===== config.mk =====
export PLATFORM = sky130hd
export DESIGN_NAME = seq_sub16
export DESIGN_NICKNAME = d
export VERILOG_FILES = /design/src/rtl/seq_sub_pkg.sv /design/src/rtl/sub4_slice.sv /design/src/rtl/seq_sub16.sv
export SDC_FILE = /design/constraint.sdc
export NUM_CORES = 1
export LEC_CHECK = 0
export CORE_AREA = 5 5 91 93
export DETAILED_ROUTE_END_ITERATION = 8
export DIE_AREA = 0 0 96 98
export PLACE_DENSITY = 0.79
export SETUP_SLACK_MARGIN = 0.15
export SYNTH_ARGS = -nofsm -noshare
export SYNTH_HDL_FRONTEND = slang
export SYNTH_SLANG_ARGS = --single-unit

===== constraint.sdc =====
create_clock -name clk -period 3.2 [get_ports clk]
set_input_delay 0.8 -clock clk [delete_from_list [all_inputs] [get_ports clk]]
set_output_delay 0.8 -clock clk [all_outputs]
set_load 0.05 [all_outputs]

===== src/rtl/seq_sub_pkg.sv =====
// rtl/seq_sub_pkg.sv - shared widths and FSM state type for the sequential subtractor
package seq_sub_pkg;
  localparam int WIDTH   = 16;
  localparam int SLICE_W = 4;
  localparam int NSLICE  = WIDTH / SLICE_W;
  localparam int KW      = $clog2(NSLICE);

  typedef enum logic [1:0] {
    IDLE = 2'd0,
    RUN  = 2'd1,
    DONE = 2'd2
  } state_e;
endpackage


===== src/rtl/sub4_slice.sv =====
// rtl/sub4_slice.sv - 4-bit borrow-select subtract slice, purely combinational
module sub4_slice
  import seq_sub_pkg::*;
(
  input  logic [SLICE_W-1:0] a,
  input  logic [SLICE_W-1:0] b,
  input  logic               bi,
  output logic [SLICE_W-1:0] d,
  output logic               bo
);
  // Both borrow cases are formed up front; the MSB of each wide result is its borrow-out.
  logic [SLICE_W:0] d0;
  logic [SLICE_W:0] d1;

  always_comb begin
    d0 = {1'b0, a} - {1'b0, b};
    d1 = {1'b0, a} - {1'b0, b} - {{SLICE_W{1'b0}}, 1'b1};
    d  = bi ? d1[SLICE_W-1:0] : d0[SLICE_W-1:0];
    bo = bi ? d1[SLICE_W] : d0[SLICE_W];
  end
endmodule


===== src/rtl/seq_sub16.sv =====
// rtl/seq_sub16.sv - sequential 16-bit subtractor, one 4-bit slice per cycle
module seq_sub16
  import seq_sub_pkg::*;
(
  input  logic             clk,
  input  logic             rst_n,
  input  logic             in_valid,
  output logic             in_ready,
  input  logic [WIDTH-1:0] a,
  input  logic [WIDTH-1:0] b,
  input  logic             bin,
  output logic             out_valid,
  input  logic             out_ready,
  output logic [WIDTH-1:0] diff,
  output logic             bout,
  output logic             zero,
  output logic             busy
);
  state_e state_q, state_d;

  logic [WIDTH-1:0]   a_q, b_q, acc_q, acc_d, diff_q;
  logic [KW-1:0]      k_q;
  logic               borrow_q, bout_q, zero_q;
  logic [SLICE_W-1:0] a_sl, b_sl, d_sl;
  logic               bo_sl;
  logic               last_slice;

  assign last_slice = (k_q == KW'(NSLICE - 1));

  always_ff @(posedge clk) begin
    if (!rst_n) state_q <= IDLE;
    else        state_q <= state_d;
  end

  always_comb begin
    state_d = state_q;
    case (state_q)
      IDLE:    if (in_valid)   state_d = RUN;
      RUN:     if (last_slice) state_d = DONE;
      DONE:    if (out_ready)  state_d = IDLE;
      default: state_d = IDLE;
    endcase
  end

  always_comb begin
    in_ready  = (state_q == IDLE);
    busy      = (state_q == RUN);
    out_valid = (state_q == DONE);
  end

  always_comb begin
    a_sl  = a_q[int'(k_q) * SLICE_W +: SLICE_W];
    b_sl  = b_q[int'(k_q) * SLICE_W +: SLICE_W];
    acc_d = acc_q;
    acc_d[int'(k_q) * SLICE_W +: SLICE_W] = d_sl;
  end

  sub4_slice u_slice (
    .a  (a_sl),
    .b  (b_sl),
    .bi (borrow_q),
    .d  (d_sl),
    .bo (bo_sl)
  );

  // The partial difference builds up in acc_q so diff keeps the previous result until the last slice.
  always_ff @(posedge clk) begin
    if (!rst_n) begin
      a_q      <= '0;
      b_q      <= '0;
      acc_q    <= '0;
      k_q      <= '0;
      borrow_q <= 1'b0;
      diff_q   <= '0;
      bout_q   <= 1'b0;
      zero_q   <= 1'b0;
    end else begin
      if (state_q == IDLE && in_valid) begin
        a_q      <= a;
        b_q      <= b;
        borrow_q <= bin;
        k_q      <= '0;
      end
      if (state_q == RUN) begin
        acc_q    <= acc_d;
        borrow_q <= bo_sl;
        k_q      <= k_q + KW'(1);
        if (last_slice) begin
          diff_q <= acc_d;
          bout_q <= bo_sl;
          zero_q <= (acc_d == '0);
        end
      end
    end
  end

  assign diff = diff_q;
  assign bout = bout_q;
  assign zero = zero_q;
endmodule


==> results of run 1 <==
[power by group]
group	total (mW)	leakage, nW	switching [mW]	internal (mW)
clock	0.814	0.112	0.334	0.480
combinational	0.480	1.01	0.258	0.222
sequential	0.947	0.580	0.0261	0.921
total	2.24	1.70	0.619	1.62
[state kept, by name, summed over array words and instances, names as in the netlist]
| register | flops |
|---|---|
| diff | 16 |
| k_q | 2 |
| state_q | 2 |
| a_q | 16 |
| borrow_q | 1 |
| bout | 1 |
| b_q | 16 |
| zero | 1 |
| acc_q | 16 |
[final timing paths]
path	from	to	slack, ps	cells after the start
hold reg to reg	a_q[15]	a_q[15]	460	2
setup reg to reg	k_q[0]	bout	240	10
setup / recovery	k_q[0]	bout	240	10
hold / removal	a_q[15]	a_q[15]	460	2
[cells in the mapped netlist (2+ instances only)]
cell type	count	share of area, %
sky130_fd_sc_hd__and2_1	2	0.36
sky130_fd_sc_hd__nand2b_1	2	0.36
sky130_fd_sc_hd__a32oi_1	5	1.3
sky130_fd_sc_hd__o21a_1	3	0.66
sky130_fd_sc_hd__a22oi_1	11	2.4
sky130_fd_sc_hd__mux4_2	8	5.2
sky130_fd_sc_hd__nor3b_1	6	1.3
sky130_fd_sc_hd__buf_2	4	0.58
sky130_fd_sc_hd__inv_1	14	1.5
sky130_fd_sc_hd__nor4_1	3	0.55
sky130_fd_sc_hd__nand2_1	84	9.2
sky130_fd_sc_hd__nor2b_1	15	2.7
sky130_fd_sc_hd__dfxtp_1	71	41
sky130_fd_sc_hd__nor2_1	18	2.0
sky130_fd_sc_hd__xnor2_2	3	1.4
sky130_fd_sc_hd__clkbuf_1	18	2.0
sky130_fd_sc_hd__o211a_1	8	2.3
sky130_fd_sc_hd__ha_1	11	4.0
sky130_fd_sc_hd__o22ai_1	2	0.36
sky130_fd_sc_hd__nor3_2	2	0.58
sky130_fd_sc_hd__o21ai_0	10	1.5
sky130_fd_sc_hd__nor3_1	5	0.73
sky130_fd_sc_hd__a21boi_0	33	7.2
sky130_fd_sc_hd__a221oi_1	11	2.8
sky130_fd_sc_hd__mux2i_1	2	0.58
sky130_fd_sc_hd__nand3_1	4	0.58
[cell families after synthesis]
logic type      count (synthesis)  synth area share [%]
flops                          71                  41.4
mux                            10                  5.83
xor+xnor                        5                  2.48
buf+inv                        38                  4.30
compound gates                 94                  21.6
simple gates                  147                  19.8
fa+ha+maj                      12                  4.59
[layer usage]
metal | GRT usage [%] | share of wire [%] | vias up
met1 | 22.9 | 45 | 1341
met2 | 30.9 | 49 | 86
met3 | 4.39 | 4.8 | 14
li1 | - | - | 1451
met5 | 0 | 0 | -
met4 | 8.64 | 2.0 | 0
[placed cells by master, fill, tap and decap left out, drive strengths merged, types with 11 or more instances in the layout]
| cell type | count |
|---|---|
| a21boi | 33 |
| a221oi | 12 |
| a22oi | 11 |
| buf | 19 |
| clkbuf | 11 |
| clkdlybuf4s50 | 56 |
| dfxtp | 71 |
| ha | 11 |
| inv | 15 |
| nand2 | 84 |
| nor2 | 19 |
| nor2b | 15 |
| o21ai | 11 |
[per-stage QoR]
| step | hold slack [ps] | setup WS (ps) | cells |
|---|---|---|---|
| after floorplan | 440 | 187 | 377 |
| after global placement | 449 | 175 | 525 |
| after detailed placement | 459 | 50.5 | 525 |
| after CTS | 468 | 177 | 544 |
| after global routing | 491 | 142 | 547 |
| final | 465 | 242 | 547 |
[final cells by class]
cell class | count | area share, %
flip-flops and latches | 71 | 32.2
clock buffers | 11 | 3.42
well taps | 102 | 2.88
inverters | 15 | 1.27
repair buffers | 75 | 16.1
clock inverters | 5 | 1.81
multi-input cells | 268 | 42.4
[worst reg2reg max path: stages, from the launching register on]
cell,delay [ps]
sky130_fd_sc_hd__dfxtp_4,380
sky130_fd_sc_hd__mux4_2,490
sky130_fd_sc_hd__ha_2,210
sky130_fd_sc_hd__fa_2,600
sky130_fd_sc_hd__ha_1,140
sky130_fd_sc_hd__nand2_1,90
sky130_fd_sc_hd__or2_1,280
sky130_fd_sc_hd__nor2_1,110
sky130_fd_sc_hd__mux2i_1,80
sky130_fd_sc_hd__o221a_1,260
sky130_fd_sc_hd__a31o_1,210
[repair_timing]
item | in CTS | in global routing
buffers inserted | 3 | 3
endpoints found under the setup margin | 3 | 5
endpoints found under the hold margin | 0 | 0
resized for setup | 1 | 4
pin swaps | 0 | 2
==> results.md, run 1 <==
- The post-synth design cell area is 3430 µm².
- Of the available clock period, the critical path in the final layout requires 92.4%.
- Counting every sink on the clock net gives 71.
- The number of different library cells used by synthesis comes to 48.
- The synthesized design contains 71 register bits.
- The die covers 9410 µm².
- Counting both buffers and inverters, the worst setup path holds a total of 0.
- The relative slew slack is 58.5%.
- In the synthesized netlist the dominant register cell turns out to be sky130_fd_sc_hd__dfxtp_1.
- The maximum clock rate is 338 MHz.
- The wire length of the first global-routing pass is 14100 µm.
- In this run the worst path has a maximum fanout of 4.
- The number of hold buffers added after CTS was 0.
- The final-report hold violation count is 0.
- The width of the chip is 96 µm.
- Clock-pin slew was measured on the worst setup and hold paths at 70 ps.
- The slowest stage of the critical path belongs to the cell sky130_fd_sc_hd__fa_2.
- The H-tree generated during clock tree synthesis spans 3 levels.
- For this run, design rule violations remaining after detail routing come to 0.
- The design draws 2.24 mW.
- The worst-margin pin slew is 621 ps.
- Counting every net in the synthesized netlist gives 426.
- The proportion of layout cells with a drive suffix above 1 is 13.5%.
- The flow ran to the end, and the final reports show no timing, DRC or antenna violations.
- The largest single stage delay on the critical path is 600 ps.
- The total count of max-transition violations in the final report was 0.
- The finished cells cover 4430 µm².
- The analysis attributes to cell leakage a power of 1.70 nW.
- The combined global-route utilization of all metal layers is 18.8%.
- The routed wire length per instance is 14.5 µm.
- The family with the most delay on the worst path is adder cells.
- Setup total negative slack on the finished layout was measured at 0 ps.
- The worst setup path is captured at a register.
- The number of global-route vias before repair came to 3008.
- The CTS buffer count is 9.
- The root buffer cell is sky130_fd_sc_hd__clkbuf_8.
- The number of detailed-routing iterations run before antenna repair is 4.
- The time the worst path needs with I/O delays and setup is 2960 ps.
- Traced cell by cell, the critical path runs through mux4_2 -> ha_2 -> fa_2 -> ha_1 -> nand2_1 -> or2_1 -> nor2_1 -> mux2i_1 -> o221a_1 -> a31o_1.
- The synthesized instance count is 377.
- Once placement finished, the instance area stood at 4130 µm².
- The core utilization of the finished layout is 59.5%.
- The area taken by multi-input logic gates is 1880 µm².
- After legalization and detailed placement, the total HPWL measured 5700 µm.
- Power spread over the standard cell area amounts to 506 nW/µm².
- The die height is 98 µm.
- In this run, the number of DRC markers left after iteration 0 of detailed routing was 161.
- The setup-violating endpoint count in the final report is 0.
- TritonCTS built the clock tree.
- The number of enable-type register cells in the synthesized netlist is 0.
- Each instance of the synthesized netlist takes up on average 9.10 µm².
- The count of input and output buffers is 57.
- The site row count is 32.
- Setup repair after global routing left no endpoint under its margin.
- The register area is 1430 µm².
- The number of top-level pins is 58.
- The number of vias in the routed layout is 2892.
- The congestion estimate from routability-driven global placement came to 0.898.
- The region available for standard cell placement spans 7450 µm².
- The required time at the worst-slack endpoint is 3440 ps.
- The routed via count divided by cell count is 5.29.
- Entering global routing, the biggest net connects 36 pins.
- The critical setup path kind is reg2reg.
- The total length of routed wires is 7920 µm.
- The initial utilization of the core area, before any placement, comes to 46.1%.
- The sequential-to-total area share from yosys stat is 41.4%.
- The number of nets in the layout is 489.
- The largest voltage drop on the vdd net is 248 µV.
- The synthesis warning total is 0.
- The maximum clock skew at final layout is 7.93 ps.
- The initial antenna violation count is 0.
- The clock network latency to the later pin of the worst-skew pair is 350 ps.
- The number of maximum-capacitance violations is 0.
- The layout has 670 filler cells.
- In this run the worst hold path is classified as reg2reg.
- The count of antenna-violating nets left after detailed routing is 0.
- The growth of design area from synthesis to finish is 29.2%.
- The data arrival time at the worst-slack endpoint is 3200 ps.
- The overall overflow remaining after global route is 0.
- 0 antenna diodes ended up in the layout.
- For this run, asynchronously set or reset flops after synthesis account for 0%.
- The maximum buffer depth of the clock tree is 2.
- The worst setup path is launched from a register.
No activity file was read; power rests on OpenSTA's default activity.
==> inputs of run 2 (changes only) <==
- CELL_PAD_IN_SITES_DETAIL_PLACEMENT: not set -> 2
- CELL_PAD_IN_SITES_GLOBAL_PLACEMENT: not set -> 2
- CORE_AREA: 5 5 91 93 -> 5 5 115 117
- DIE_AREA: 0 0 96 98 -> 0 0 120 122
- GPL_TIMING_DRIVEN: not set -> 0
- PLACE_DENSITY: 0.79 -> 0.78
==> results.md, run 2 (synthesized netlist as in run 1, its figures left out) <==
- The flow ran to the end, and the final reports show no timing, DRC or antenna violations.
- The endpoint class of the critical path is a register.
- The detail route stage leaves a number of antenna-violating nets equal to 0.
- The site row count is 41.
- The setup-violating endpoint count in the final report is 0.
- The number of global-route vias before repair came to 3554.
- Data on the critical path arrives at its endpoint at 3300 ps.
- The CTS buffer count is 9.
- The relative slew slack is 39.1%.
- The count of inserted antenna diode cells is 0.
- The core region is 12300 µm².
- The clock drives 71 sinks.
- The overall overflow remaining after global route is 0.
- 58 I/O pins were placed.
- The congestion estimate from routability-driven global placement came to 0.802.
- The overall die area is 14600 µm².
- The met1 wire length is 4940 µm.
- The routed wire length per instance is 19.2 µm.
- TritonCTS built the clock tree.
- The die height is 122 µm.
- In this run the tool buffered the top-level ports with 56 buffer cells.
- The number of maximum-capacitance violations is 0.
- The critical path is of the reg2reg type.
- The setup slack of the worst register-to-register path is 120 ps.
- Once the floorplan was initialized, standard cells occupied 28.0% of the core.
- The detailed router used layers up to and including met4.
- The detailed router's first-iteration violation count is 70.
- The first TritonRoute pass finished after 4 iterations.
- After layout, the worst path uses 96.2% of the clock period.
- The library cell used most frequently in the layout, excluding fill and tap cells, is sky130_fd_sc_hd__nand2_1.
- The family with the most delay on the worst path is adder cells.
- The number of nets in the layout is 508.
- The worst reg2reg path startpoint is k_q[0].
- Prior to clock tree synthesis, the placed netlist has a worst setup slack of -440 ps.
- The final-report hold violation count is 0.
- The required time at the worst-slack endpoint is 3420 ps.
- The final route contains 3132 vias.
- After detailed routing, the total wire length is 11700 µm.
- Clock latency on the worst-skew pair, taken at its later pin, is 340 ps.
- The total half-perimeter wirelength after legalization and detailed placement is 8250 µm.
- The largest voltage drop on the vdd net is 210 µV.
- In the final layout, the share of cells above drive strength 1 is 15.0%.
- The total power density per cell area is 547 nW/µm².
- The critical path goes through buf_12 -> mux4_2 -> ha_4 -> fa_2 -> nand3_1 -> nor2_4 -> xnor2_4 -> xnor2_4 -> a211oi_2 -> a32o_1.
- The post-detailed-route DRC marker count is 0.
- The cell depth of the worst min-delay path is 2.
- The classification of the worst-slack hold path is reg2reg.
- Total power for the finished layout comes to 2.63 mW.
- The biggest fanout along the worst timing path is 5.
- The first global-routing pass estimated 18500 µm of wire.
- The worst register-to-register path ends at zero.
- The cell repeated most along the worst path is sky130_fd_sc_hd__xnor2_4.
- The number of hold buffers added after CTS was 0.
- Detailed routing placed a total of 398 µm of wire on met3.
- Across all setup checks in the final design, the least slack found is 121 ps.
- Using the TritonRoute via totals, the vias-per-cell ratio works out to 5.13.
- The largest single stage delay on the critical path is 580 ps.
- The slowest library cell on the worst path is sky130_fd_sc_hd__fa_2.
- The total count of max-transition violations in the final report is 0.
- The pin count of the biggest net entering global routing is 11.
- The root buffer cell is sky130_fd_sc_hd__clkbuf_16.
- At the pin with the least slew margin, the transition time is 907 ps.
- The startpoint type of the worst setup path is a register.
- The worst hold endpoint is b_q[10].
- The maximum buffer depth of the clock tree is 2.
- Global routing consumed, over all layers together, 16.1% of the routing resources.
- The worst path in the final design needs a cycle of 3080 ps, including I/O delays and setup.
- The deepest level of the CTS H-tree is 3.
- The routed wire length on met2 is 6060 µm.
- In the layout the commonest cells are 82 x sky130_fd_sc_hd__nand2_1, 70 x sky130_fd_sc_hd__dfxtp_1, 55 x sky130_fd_sc_hd__clkdlybuf4s50_1.
- Together, buffers and inverters on the worst path number 1.
- Setup repair after global routing could not meet its margin everywhere.
- For this design the static power due to leakage is 1.81 nW.
- The growth of design area from synthesis to finish is 40.0%.
- The maximum clock rate is 325 MHz.
- From left edge to right edge, the die measures 120 µm.
- The initial antenna violation count is 0.
- Clock-pin slew was measured on the worst setup and hold paths at 60 ps.
- The worst hold path begins at b_q[10].
- The worst register-to-register path has a depth of 10.
- On the final layout, the worst clock skew is 7.80 ps.
-- run 2: worst max path at each step --
stage            from        to  slack (ps)  depth (start not counted)
2_1_floorplan  k_q[0]      bout         190                         11
3_3_place_gp   k_q[1]      zero        -310                         11
3_5_place_dp   k_q[1]      zero        -440                         10
4_1_cts        k_q[0]  borrow_q          90                         11
5_1_grt        k_q[0]      zero          30                         10
6_report       k_q[0]      zero         120                         10
-- run 2: worst register-to-register path, cell delays in order, from the launching register on --
cell	delay, ps
sky130_fd_sc_hd__dfxtp_4	360
sky130_fd_sc_hd__buf_12	110
sky130_fd_sc_hd__mux4_2	550
sky130_fd_sc_hd__ha_4	200
sky130_fd_sc_hd__fa_2	580
sky130_fd_sc_hd__nand3_1	150
sky130_fd_sc_hd__nor2_4	170
sky130_fd_sc_hd__xnor2_4	120
sky130_fd_sc_hd__xnor2_4	360
sky130_fd_sc_hd__a211oi_2	140
sky130_fd_sc_hd__a32o_1	240
-- run 2: layout make-up --
type                    count  area, µm²
clock buffers              12        256
well taps                 150        188
repair buffers             70        702
flip-flops and latches     71       1430
clock inverters             1       30.0
multi-input cells         269       2030
fillers                  1311       7450
plain buffers              23        116
inverters                  15       56.3
-- run 2: repair_timing --
action / in CTS / in global routing
cloned: 0 / 1
pin swaps: 6 / 12
buffers inserted: 9 / 5
setup endpoints to repair: 28 / 14
gates resized for setup: 18 / 18
-- run 2: report_power, final --
part,switching (mW),internal [mW],total (mW)
sequential,0.0288,0.923,0.951
clock,0.367,0.633,1.00
combinational,0.365,0.312,0.677
total,0.761,1.87,2.63
-- run 2: per-stage QoR --
step	hold WS, ps	std cells	TNS (ps)	util [%]	area (µm²)
after floorplan	440	377	0	-	3440
after CTS	472	605	0	38.0	4660
after detailed placement	464	583	-3910	34.2	4190
final	469	611	0	39.2	4810
after global placement	450	583	-1550	34.2	4190
after global routing	482	611	0	39.2	4810
-- run 2: layer usage --
metal	global-route usage (%)	vias up
met5	0	-
met4	7.16	0
met3	3.34	25
met2	29.6	75
met1	18.0	1540
li1	-	1492
==> edit (flow settings as in run 2) <==
Re-encode `state_e` (3 states) as one-hot, 3 bits wide.
--- a/src/rtl/seq_sub_pkg.sv
+++ b/src/rtl/seq_sub_pkg.sv
@@ -5,10 +5,10 @@
   localparam int NSLICE  = WIDTH / SLICE_W;
   localparam int KW      = $clog2(NSLICE);
 
-  typedef enum logic [1:0] {
-    IDLE = 2'd0,
-    RUN  = 2'd1,
-    DONE = 2'd2
+  typedef enum logic [2:0] {
+    IDLE = 3'b001,
+    RUN  = 3'b010,
+    DONE = 3'b100
   } state_e;
 endpackage
 
Function: same outputs for any inputs over 10 cycles, from zero or initial values and one cycle with rst_n low; not proved beyond that.
==> edit against run 2 <==
- setup slack gained 0.035 ns
- sequential cell count grew 1
- clock skew shrank 0.0013 ns
- maximum frequency grew 1.1%
- wire length grew 1.5%
- area after synthesis grew 4.4%
- worst hold slack lost 0.0061 ns
- via count grew 2.1%
- cell area grew 1.5%
- critical path type unchanged
- highest routed layer unchanged
Power is not compared: it rests on default switching activity, and its combinational part moved more than twofold at a synthesized area within 25%.
==> edit: results (changes against run 2) <==
timing:
  fin_crit_sh_pct: 95.1  # was 96.2%
  slew_headroom_pct: 43.4  # was 39.1%
  finClkSkew_ns: 0.00652  # was 0.00780 ns
worst_setup_path:
  path_max_fanout: 8  # was 5
  crit_path_top_delay_cell: "mux4_2"  # was fa_2
  critical-path-max-stage-delay_ns: 0.54  # was 0.58 ns
  cp_data_arrival_time_ns: 3.28  # was 3.30 ns
  worstRegToRegCells: 12  # was 10
  rrSetupSlack_ns: 0.16  # was 0.12 ns
  cp_top_family: "multiplexers"  # was adder cells
global_route:
  grt_max_degree: 14  # was 11
  use_met2_pct: 30.6  # was 29.6%
  grt_use_met3_pct: 2.79  # was 3.34%
  grt_pass1_wl_mm: 19.1  # was 18.5 mm
  use_met1_pct: 19.8  # was 18.0%
clock_tree:
  clk_latency_ns: 0.34  # about the same
  clockRootBuffer: "clkbuf_16"  # unchanged
yosys:
  synthTopCellsByArea: "dfxtp_1 40%, nand2_1 9.2%, a21boi_0 7.1%"  # was dfxtp_1 41%, nand2_1 9.2%, a21boi_0 7.2%
  synth_common_cells: "88 x nand2_1, 72 x dfxtp_1, 34 x a21boi_0"  # was 84 x nand2_1, 71 x dfxtp_1, 33 x a21boi_0
  yosys_warnings: 0  # unchanged
  synth-seq-area-share_pct: 40.2  # was 41.4%
  syn-num-nets: 443  # was 426
  synth_fa_ha_area_share_pct: 4.40  # was 4.59%
  synth.distinct_cells: 51  # was 48
  synthMuxAreaShare_pct: 5.90  # was 5.83%
  synthXorXnorAreaFrac_pct: 1.71  # was 2.48%
  synth-compound-area-share_pct: 20.7  # was 21.6%
  synth_top_family_by_area: "simple AND/OR/NAND/NOR gates"  # was compound AO/OA/AOI/OAI gates
placement:
  dpl_cell_area_um2: 4350  # was 4190 µm²
  place_congestion: 0.753  # was 0.802
  port_buffers: 57  # was 56
finish:
  drive_above_1_share_pct: 14.8  # was 15.0%
  clk_share_pct: 6.06  # was 5.96%
  buffer_area_share_pct: 16.4  # was 17.0%
  multi_input_gates: 285  # was 269
  n_fill_cell: 1344  # was 1,311
  buffers: 92  # was 93
  finalNetCount: 524  # was 508
  multi_input_area_um2: 2090  # was 2030 µm²
  clock_buffers: 9  # was 12
detailed_routing:
  via_per_inst: 5.08  # was 5.13
  wl_per_cell_um: 18.9  # was 19.2 µm
  drt_iter0_markers: 180  # was 70
status:
  status: "finished, final reports clean"  # unchanged
-- edit: cell count changes in the layout (fill, tap and decap cells not counted), moves of 4 or more --
cell	change
a21oi_1	+7
nand2_1	+6
a32oi_1	-5
nand3_1	+5
nand4_1	+4
-- edit: how the worst min path moves through the flow --
stage | from | to | cells after the start | slack [ns]
after floorplan | a_q[10]$_SDFFE_PN0P_ | a_q[10]$_SDFFE_PN0P_ | 2 | 0.44
after global placement | b_q[7]$_SDFFE_PN0P_ | b_q[7]$_SDFFE_PN0P_ | 2 | 0.45
after detailed placement | a_q[2]$_SDFFE_PN0P_ | a_q[2]$_SDFFE_PN0P_ | 2 | 0.46
after CTS | a_q[2]$_SDFFE_PN0P_ | a_q[2]$_SDFFE_PN0P_ | 2 | 0.47
after global routing | a_q[6]$_SDFFE_PN0P_ | a_q[6]$_SDFFE_PN0P_ | 2 | 0.49
final | a_q[2]$_SDFFE_PN0P_ | a_q[2]$_SDFFE_PN0P_ | 2 | 0.46
-- edit: routing by layer --
layer	vias to the layer above	wire length, µm
met2	69	6090
met1	1574	5160
met3	15	430
li1	1541	-
met4	0	211
met5	-	0
-- edit: stage by stage --
stage	setup TNS [ns]	util, %	std cells	hold slack, ns
after global placement	-3.76	35.4	601	0.449
after CTS	0	38.7	620	0.466
after floorplan	0	-	394	0.440
final	0	39.8	630	0.463
after detailed placement	-6.36	35.4	601	0.458
after global routing	0	39.8	630	0.494
-- edit: what timing repair did --
| action | CTS | global route |
|---|---|---|
| setup endpoints to repair | 28 | 18 |
| gates resized for setup | 16 | 11 |
| pin swaps | 3 | 9 |
| hold buffers | 0 | 0 |
| cloned | 1 | 0 |
| buffers inserted | 2 | 10 |
